`src/rtl/pid_pkg.sv`:
```
`default_nettype none
// ============================================================================
// Package  : pid_pkg
// Summary  : Shared definitions for the PID controller and its PWM output
//            stage: state encodings, duty width, period length and the
//            slew-limited duty update helper.
// Revision : 1.0 - initial release
// ============================================================================
package pid_pkg;

    // Duty word width, shared with pid_controller's control_out.
    localparam int DUTY_W     = 8;

    // Last count value of a PWM period; a period is PERIOD_MAX+1 steps.
    localparam int PERIOD_MAX = 254;

    // PWM generator operating states.
    typedef enum logic [1:0] {
        IDLE  = 2'd0,
        RUN   = 2'd1,
        FAULT = 2'd2
    } pwm_state_t;

    // Move 'current' toward 'target' by at most 'max_step' LSBs.
    // A max_step of zero means no limit. The difference is formed in
    // DUTY_W+1 bits so the sign survives the full 0..255 span, and the
    // step is only taken when |diff| exceeds max_step, so the add or
    // subtract can never leave the 0..255 range.
    function automatic logic [DUTY_W-1:0] slew_limit(
        input logic [DUTY_W-1:0] target,
        input logic [DUTY_W-1:0] current,
        input logic [DUTY_W-1:0] max_step
    );
        logic [DUTY_W:0] w_diff;
        logic [DUTY_W:0] w_mag;
        w_diff = {1'b0, target} - {1'b0, current};
        w_mag  = w_diff[DUTY_W] ? ((~w_diff) + {{DUTY_W{1'b0}}, 1'b1}) : w_diff;
        if ((max_step == '0) || (w_mag <= {1'b0, max_step})) begin
            return target;
        end else if (w_diff[DUTY_W]) begin
            return current - max_step;
        end else begin
            return current + max_step;
        end
    endfunction

endpackage : pid_pkg
`default_nettype wire

```
`src/rtl/pwm_prescaler.sv`:
```
`default_nettype none
// ============================================================================
// Module   : pwm_prescaler
// Summary  : Clock-enable generator for the PWM period counter. Counts
//            0..PRESCALE-1 and flags the last count with 'tick'. 'clear'
//            holds the counter at zero so a new period always starts with
//            a full-length first step.
// Revision : 1.0 - initial release
// ============================================================================
module pwm_prescaler
    import pid_pkg::*;
#(
    parameter int PRESCALE = 4      // clk cycles per count step, 1..65535
) (
    input  logic clk,
    input  logic rst,
    input  logic clear,
    output logic tick
);

    // Terminal count; with PRESCALE=1 this is zero and tick is permanently
    // high, so the period counter advances every clock.
    localparam logic [15:0] c_PSC_LAST = 16'(PRESCALE - 1);

    logic [15:0] r_psc;

    // Tick is decoded from the counter value, so it is high for exactly
    // one clock out of every PRESCALE while the counter is free-running.
    assign tick = (r_psc == c_PSC_LAST);

    // Prescale counter: held at zero while cleared, wraps after the tick.
    always_ff @(posedge clk) begin
        if (rst || clear) begin
            r_psc <= '0;
        end else if (tick) begin
            r_psc <= '0;
        end else begin
            r_psc <= r_psc + 16'd1;
        end
    end

endmodule : pwm_prescaler
`default_nettype wire

```
`src/rtl/pwm_generator.sv`:
```
`default_nettype none
// ============================================================================
// Module   : pwm_generator
// Summary  : PWM output stage of the PID loop. Converts an 8-bit duty
//            command into a 255-step PWM waveform. Duty commands land in a
//            shadow register and are applied (optionally slew limited) only
//            at period boundaries. A one-cycle period_start strobe marks
//            every period and serves as the PID sample tick. A latched fault
//            input forces the output low until explicitly released.
// Revision : 1.0 - initial release
// ============================================================================
module pwm_generator
    import pid_pkg::*;
#(
    parameter int PRESCALE = 4,     // clk cycles per PWM count step
    parameter int SLEW     = 0      // max duty change per period, 0 = none
) (
    input  logic              clk,
    input  logic              rst,
    input  logic              en,
    input  logic [DUTY_W-1:0] duty_in,
    input  logic              duty_valid,
    input  logic              fault,
    input  logic              fault_clr,
    output logic              pwm_out,
    output logic              period_start,
    output logic [DUTY_W-1:0] duty_applied,
    output logic              faulted
);

    // Any slew at or above the full duty span behaves as unlimited, so the
    // parameter is clipped to the duty width once here.
    localparam logic [DUTY_W-1:0] c_SLEW =
        (SLEW > 255) ? {DUTY_W{1'b1}} : DUTY_W'(SLEW);
    localparam logic [DUTY_W-1:0] c_PERIOD_LAST = DUTY_W'(PERIOD_MAX);

    pwm_state_t        r_state;
    pwm_state_t        w_state_next;
    logic              w_enter_run;   // IDLE -> RUN this cycle
    logic              w_run_hold;    // staying in RUN this cycle
    logic              w_tick;        // prescaler terminal count
    logic              w_wrap;        // last step of the period ends now
    logic              w_psc_clear;
    logic [DUTY_W-1:0] r_cnt;
    logic [DUTY_W-1:0] r_shadow;

    // ------------------------------------------------------------------
    // Prescaler: only free-runs while the block stays in RUN, so entering
    // RUN or leaving it always leaves the prescaler at zero.
    // ------------------------------------------------------------------
    assign w_psc_clear = !w_run_hold;

    pwm_prescaler #(
        .PRESCALE (PRESCALE)
    ) u_prescaler (
        .clk   (clk),
        .rst   (rst),
        .clear (w_psc_clear),
        .tick  (w_tick)
    );

    // A period boundary inside RUN; never taken when fault or en=0 wins.
    assign w_wrap = w_run_hold && w_tick && (r_cnt == c_PERIOD_LAST);

    // State register.
    always_ff @(posedge clk) begin
        if (rst) begin
            r_state <= IDLE;
        end else begin
            r_state <= w_state_next;
        end
    end

    // Next-state decode. Fault has priority over en and over the period
    // wrap; in FAULT the release needs fault_clr with fault already gone.
    always_comb begin
        w_state_next = r_state;
        w_enter_run  = 1'b0;
        w_run_hold   = 1'b0;
        case (r_state)
            IDLE: begin
                if (fault) begin
                    w_state_next = FAULT;
                end else if (en) begin
                    w_state_next = RUN;
                    w_enter_run  = 1'b1;
                end
            end
            RUN: begin
                if (fault) begin
                    w_state_next = FAULT;
                end else if (!en) begin
                    w_state_next = IDLE;
                end else begin
                    w_run_hold   = 1'b1;
                end
            end
            FAULT: begin
                if (fault_clr && !fault) begin
                    w_state_next = IDLE;
                end
            end
            default: begin
                w_state_next = IDLE;
            end
        endcase
    end

    // Period counter: 0..PERIOD_MAX, one step per prescaler tick, and
    // forced back to zero whenever the block is not running.
    always_ff @(posedge clk) begin
        if (rst || !w_run_hold) begin
            r_cnt <= '0;
        end else if (w_wrap) begin
            r_cnt <= '0;
        end else if (w_tick) begin
            r_cnt <= r_cnt + {{(DUTY_W-1){1'b0}}, 1'b1};
        end
    end

    // Shadow register: loaded in every state. A load coincident with a
    // boundary is seen only at the following boundary, because the
    // boundary logic below reads the register's current value.
    always_ff @(posedge clk) begin
        if (rst) begin
            r_shadow <= '0;
        end else if (duty_valid) begin
            r_shadow <= duty_in;
        end
    end

    // Applied duty: updated only at period boundaries (entry into RUN
    // slews from zero), cleared whenever the block leaves RUN.
    always_ff @(posedge clk) begin
        if (rst) begin
            duty_applied <= '0;
        end else if (w_enter_run) begin
            duty_applied <= slew_limit(r_shadow, '0, c_SLEW);
        end else if (w_wrap) begin
            duty_applied <= slew_limit(r_shadow, duty_applied, c_SLEW);
        end else if (!w_run_hold) begin
            duty_applied <= '0;
        end
    end

    // Registered outputs. The compare uses the duty in force during the
    // current step, so at a wrap the last step of the old period still
    // compares against the old duty and duty 0/255 never glitch.
    always_ff @(posedge clk) begin
        if (rst) begin
            pwm_out      <= 1'b0;
            period_start <= 1'b0;
            faulted      <= 1'b0;
        end else begin
            pwm_out      <= w_run_hold && (r_cnt < duty_applied);
            period_start <= w_enter_run || w_wrap;
            faulted      <= (w_state_next == FAULT);
        end
    end

endmodule : pwm_generator
`default_nettype wire

```
`config.mk`:
```
export PLATFORM = sky130hd
export DESIGN_NAME = pwm_generator
export DESIGN_NICKNAME = d
export VERILOG_FILES = /design/src/rtl/pid_pkg.sv /design/src/rtl/pwm_prescaler.sv /design/src/rtl/pwm_generator.sv
export SDC_FILE = /design/constraint.sdc
export NUM_CORES = 1
export LEC_CHECK = 0
export ABC_AREA = 0
export BUFFER_PORTS_ARGS = -buffer_cell sky130_fd_sc_hd__buf_2
export CELL_PAD_IN_SITES_DETAIL_PLACEMENT = 0
export CELL_PAD_IN_SITES_GLOBAL_PLACEMENT = 1
export CORE_ASPECT_RATIO = 0.6
export CORE_MARGIN = 4
export CORE_UTILIZATION = 43
export DETAILED_ROUTE_END_ITERATION = 8
export HOLD_SLACK_MARGIN = 0.15
export PLACE_DENSITY = 0.89
export SYNTH_ARGS = -nofsm -noshare
export SYNTH_HDL_FRONTEND = slang
export SYNTH_SLANG_ARGS = --single-unit
```
`constraint.sdc`:
```
create_clock -name clk -period 1.9 [get_ports clk]
set_input_delay 0.38 -clock clk [delete_from_list [all_inputs] [get_ports clk]]
set_output_delay 0.38 -clock clk [all_outputs]
set_load 0.1 [all_outputs]
```
* After elaboration in Yosys (flattened, before gate mapping) *
Index checks and enable logic that the tools add are counted.

storage, ports and cells
  input bits = 14
  register bits after elaboration = 45

cells by class
  magnitude comparators = 1
  add/subtract/negate cells = 2
  reduce and logical (&&, ||, !) cells = 11
  equality and inequality tests = 6
  mux-type cells = 13

operators by type and width
  cell                     count
  $mux W8                  3
  $add A16 B1 Y16 const B  1
  $eq A16 B2 Y1 const B    1
  $mux W2                  5
  $add A8 B1 Y8 const B    1
  $eq A8 B8 Y1 const B     1
  $lt A8 B8 Y1             1
  $pmux W2 S3              1
  $eq A2 B2 Y1 const B     2
  $logic_and A1 B1 Y1      4
  $mux W1                  4
  $reduce_or A2 Y1         2
  $ne A3 B2 Y1 const B     1
  $eq A2 B1 Y1 const B     1
  $logic_not A1 Y1         2
  $logic_not A2 Y1         1
  $logic_or A1 B1 Y1       2

* Depth between registers and ports, before layout *
  depth in word-level cells = 7
  depth in mapped cells = 6

* Cells and area by module *
A second synthesis with hierarchy kept.

unflattened totals
  cell total of the unflattened synthesis = 224
  area total of the unflattened synthesis = 2,109.5 µm²

by module, submodules not included
  module         cells an instance  area an instance (µm²)  sequential area each (µm²)  instances
  pwm_generator  141                1,293.7                 580.6                       1
  pwm_prescaler  83                 815.8                   320.3                       1

* Worst setup path before layout *
No wires, ideal clock.

  path kind = reg2reg
  start point = register duty_applied[5]
  end point = register pwm_out
  arrival = 2.069 ns
  path buffers = 0
  required time = 1.830 ns
  cell stages (with the launch flop) = 7
  period minus slack after synthesis = 2.139 ns
  slack = -0.239 ns
  setup time = 0.070 ns
  path through = dfxtp_1 -> inv_1 -> ha_1 -> a21o_1 -> a21o_1 -> a211o_1 -> a21oi_1

on the way
  cells in the longest elaborated chain, start to end = 2

RTL lines
  item                    RTL line              RTL
  from (decl)             pwm_generator.sv:27   output logic [DUTY_W-1:0] duty_applied,
  from (signal assigned)  pwm_generator.sv:138  duty_applied <= slew_limit(r_shadow, '0, c_SLEW);
  from (signal assigned)  pwm_generator.sv:140  duty_applied <= slew_limit(r_shadow, duty_applied, c_SLEW);
  $lt A8 B8 Y1            pwm_generator.sv:155  pwm_out <= w_run_hold && (r_cnt < duty_applied);
  $logic_and A1 B1 Y1     pwm_generator.sv:155
  to (signal assigned)    pwm_generator.sv:155
  to (decl)               pwm_generator.sv:25   output logic pwm_out,

No other way between the ends.
A chain may end at the register's enable or synchronous reset.

* Final worst setup path *
  start point = register u_prescaler.r_psc[12]
  end point = register r_cnt[4]

on the way
  cells in the longest elaborated chain, start to end = 4

RTL lines
  item                               RTL line              RTL
  from (decl)                        pwm_prescaler.sv:25   logic [15:0] r_psc;
  from (signal assigned)             pwm_prescaler.sv:38   r_psc <= r_psc + 16'd1;
  $eq A16 B2 Y1 (*)                  pwm_prescaler.sv:29   assign tick = (r_psc == c_PSC_LAST);
  $logic_and A1 B1 Y1 (2 in series)  pwm_generator.sv:63   assign w_wrap = w_run_hold && w_tick && (r_cnt == c_PERIOD_LAST);
  $reduce_or A2 Y1 (no line)         n/a
  to (signal assigned)               pwm_generator.sv:117  r_cnt <= r_cnt + {{(DUTY_W-1){1'b0}}, 1'b1};
  to (decl)                          pwm_generator.sv:44   logic [DUTY_W-1:0] r_cnt;

Mark *: on every way between the ends. The rest lies on a longest branch, timed or not.

==> impl_metrics.tcl <==
set metrics [dict create \
    syn_inst 226 \
    syn2layout_area_growth_pct 17.51 \
    cts_buffers 5 \
    dp_cells 310 \
    yosys.area.top_type "dfxtp_1" \
    start_util_pct 46.76 \
    fillers 417 \
    hold_ws_ns 0.3105 \
    post-cts-setup-buffers 0 \
    crit_fanout 17 \
    synth.distinct_cells 35 \
    vdd_drop_max_v 0.0005089 \
    fin_setup_tns_ns 0 \
    outcome "complete, no violations" \
    worst_pin_slew_ns 0.5295 \
    cts_resized 1 \
    total_leakage_power_nw 0.8737 \
    report.final.slew_viol_count 0 \
    cts_tree "built" \
    ys_ff_latch 45 \
    grtUsageTotal_pct 16.19 \
    final_antenna_net_count 0 \
    finalNetCount 281 \
    p_comb_share_pct 5.9 \
    ys.flop_type "dfxtp_1" \
    drt_wl_total_microns 4117 \
    antenna_found_initial 0 \
    clock_sinks 45 \
    gp_congestion 0.8147 \
    slew_headroom_pct 64.70 \
    holdCritPathClass "primary input to register" \
    switching_share_pct 24.08 \
    async_reset_ff_share_pct 0 \
    dieArea_sq_mm 0.005899 \
    drcViolationCount 0 \
    instances_no_fill 318 \
    yosys.area.top_type_share_pct 44.55 \
    hpwl_microns 3098 \
    die_w_microns 96.53 \
    routedWlPerCell_microns 12.95 \
    utilization_pct 54.95 \
    numPortBuffers 24 \
    fp.dieH_microns 61.12 \
    worst_clock_skew_ns 0.006560 \
    power_density_mw_per_mm2 691.4 \
    holdBufCountCts 0 \
    critical_path_class "register to register" \
    end_kind "register" \
    first_pass_iters 4 \
    switchingPower_mw 0.3956 \
    overflow 0 \
    diodes 0 \
    p_int_mw 1.247 \
    avgViaCountPerCell 5.060 \
    setup_viol 0 \
    drt_iter0_drc 60 \
    rows 18 \
    io_pins 25 \
    core_area_sq_mm 0.004324 \
    rsz0062_at_grt "no" \
    yosysMostFrequentCell "dfxtp_1" \
    synth-seq-area-share_pct 44.55 \
    power_mw 1.643 \
    grt_pass1_wl_microns 7251 \
    synthTopCellsByArea "dfxtp_1, mux2i_1, ha_1" \
    finalHoldViolations 0 \
    clock_latency_ns 0.30 \
    startpoint_type "register" \
    grt_pass1_vias 1552 \
    clock_path_buffers 2 \
    drv_cap 0 \
    cts_htree_levels 2 \
    required_ns 2.14 \
    syn_nets 250 \
    regArea_sq_um 907.1 \
    ys_top_cells_by_count "dfxtp_1, nor2_1, nand2_1" \
    syn-cell-area_sq_mm 0.002022 \
    ys.warnings.count 0 \
    crit_arrival_ns 1.97 \
    clk_pin_slew_ns 0.08 \
    finalCriticalPeriod_ns 1.739 \
    max_freq_mhz 575.0 \
    grt_max_degree 19 \
    seqPwrFrac_pct 58.9 \
    clkPwrFrac_pct 35.2 \
    synth_edf_count 0 \
    syn_area_per_cell_sq_um 8.947 \
    period_share_pct 91.54 \
    routed-via-count 1609 \
    layout-drive-gt1-share_pct 19.38 \
    clock-root-buffer "clkbuf_8" \
    multi_input_comb_area_sq_mm 0.001074 \
]
==> stage by stage <==
stage,instance area [sq um],setup slack (ns)
4_1_cts,2349,0.01586
2_1_floorplan,2027,0.08649
3_5_place_dp,2263,0.008775
6_report,2376,0.1607
5_1_grt,2376,0.01195
3_3_place_gp,2263,0.1136
==> critical path, cell delays in order, from the launching register on <==
cell     delay [ns]
dfxtp_1        0.37
nor4_2         0.40
nand4_1        0.18
buf_4          0.23
or3_1          0.35
a21oi_1        0.15
==> metal layers <==
layer  track usage [%]  wire length (microns)
met5                 0                      0
met2             22.35                   1545
met3             4.518                    265
met1             23.87                   2255
met4             5.988                     51
==> cell families after synthesis <==
kind of cell	share of synthesized area, %
flops	44.55
xor+xnor	6.064
buf+inv	4.084
simple gates	23.27
fa+ha+maj	6.188
mux	7.921
compound gates	7.921
==> state kept, by name (all words and copies together), names as in the netlist <==
name and count:
r_cnt 8, r_shadow 8, pwm_out 1, duty_applied 8
r_state 2, faulted 1, u_prescaler.r_psc 16, period_start 1
==> path summary, 6_finish.rpt <==
kind | from | endpoint | slack [ns] | cells after the start
setup / recovery | u_prescaler.r_psc[12] | r_cnt[4] | 0.16 | 5
hold / removal | duty_in[1] | r_shadow[1] | 0.31 | 3
setup reg to reg | u_prescaler.r_psc[12] | r_cnt[4] | 0.16 | 5
hold reg to reg | r_shadow[1] | duty_applied[1] | 0.45 | 2
==> power groups by stage <==
stage / clock [mW] / combinational, mW / sequential [mW]
after floorplan: 0 / 0.0402 / 1.02
after global placement: 0 / 0.0951 / 0.990
after detailed placement: 0 / 0.0971 / 0.991
after CTS: 0.593 / 0.0972 / 0.968
after global routing: 0.631 / 0.106 / 0.971
final: 0.578 / 0.0963 / 0.968
==> cells in the final DEF (no fill, tap or decap), types with 2 or more instances in the layout <==
cell	synthesis	layout
a211o_1	2	2
nand3_1	9	9
xor2_1	3	3
a21oi_1	9	9
nor2_1	27	27
mux2i_1	16	16
a21o_1	3	3
ha_1	10	9
dfxtp_2	0	5
nand4_1	6	6
nand2_1	23	23
nor3_1	6	6
buf_2	3	24
o21ai_0	6	6
or3_1	5	5
clkbuf_8	0	5
xnor2_1	11	11
nor4_1	5	4
dfxtp_1	45	40
nor4b_2	0	2
buf_4	0	6
or2_0	2	2
a211oi_1	2	2
clkinv_2	0	2
inv_1	14	14
==> layout make-up <==
class / count / area share [%]
Clock buffer: 6 / 3.054
Clock inverter: 2 / 0.4213
Inverter: 14 / 2.212
Multi-Input combinational cell: 160 / 45.18
Sequential cell: 45 / 38.18
Tap cell: 60 / 3.160
Timing Repair Buffer: 31 / 7.794
Note: power is estimated with default switching activity, not from simulation.
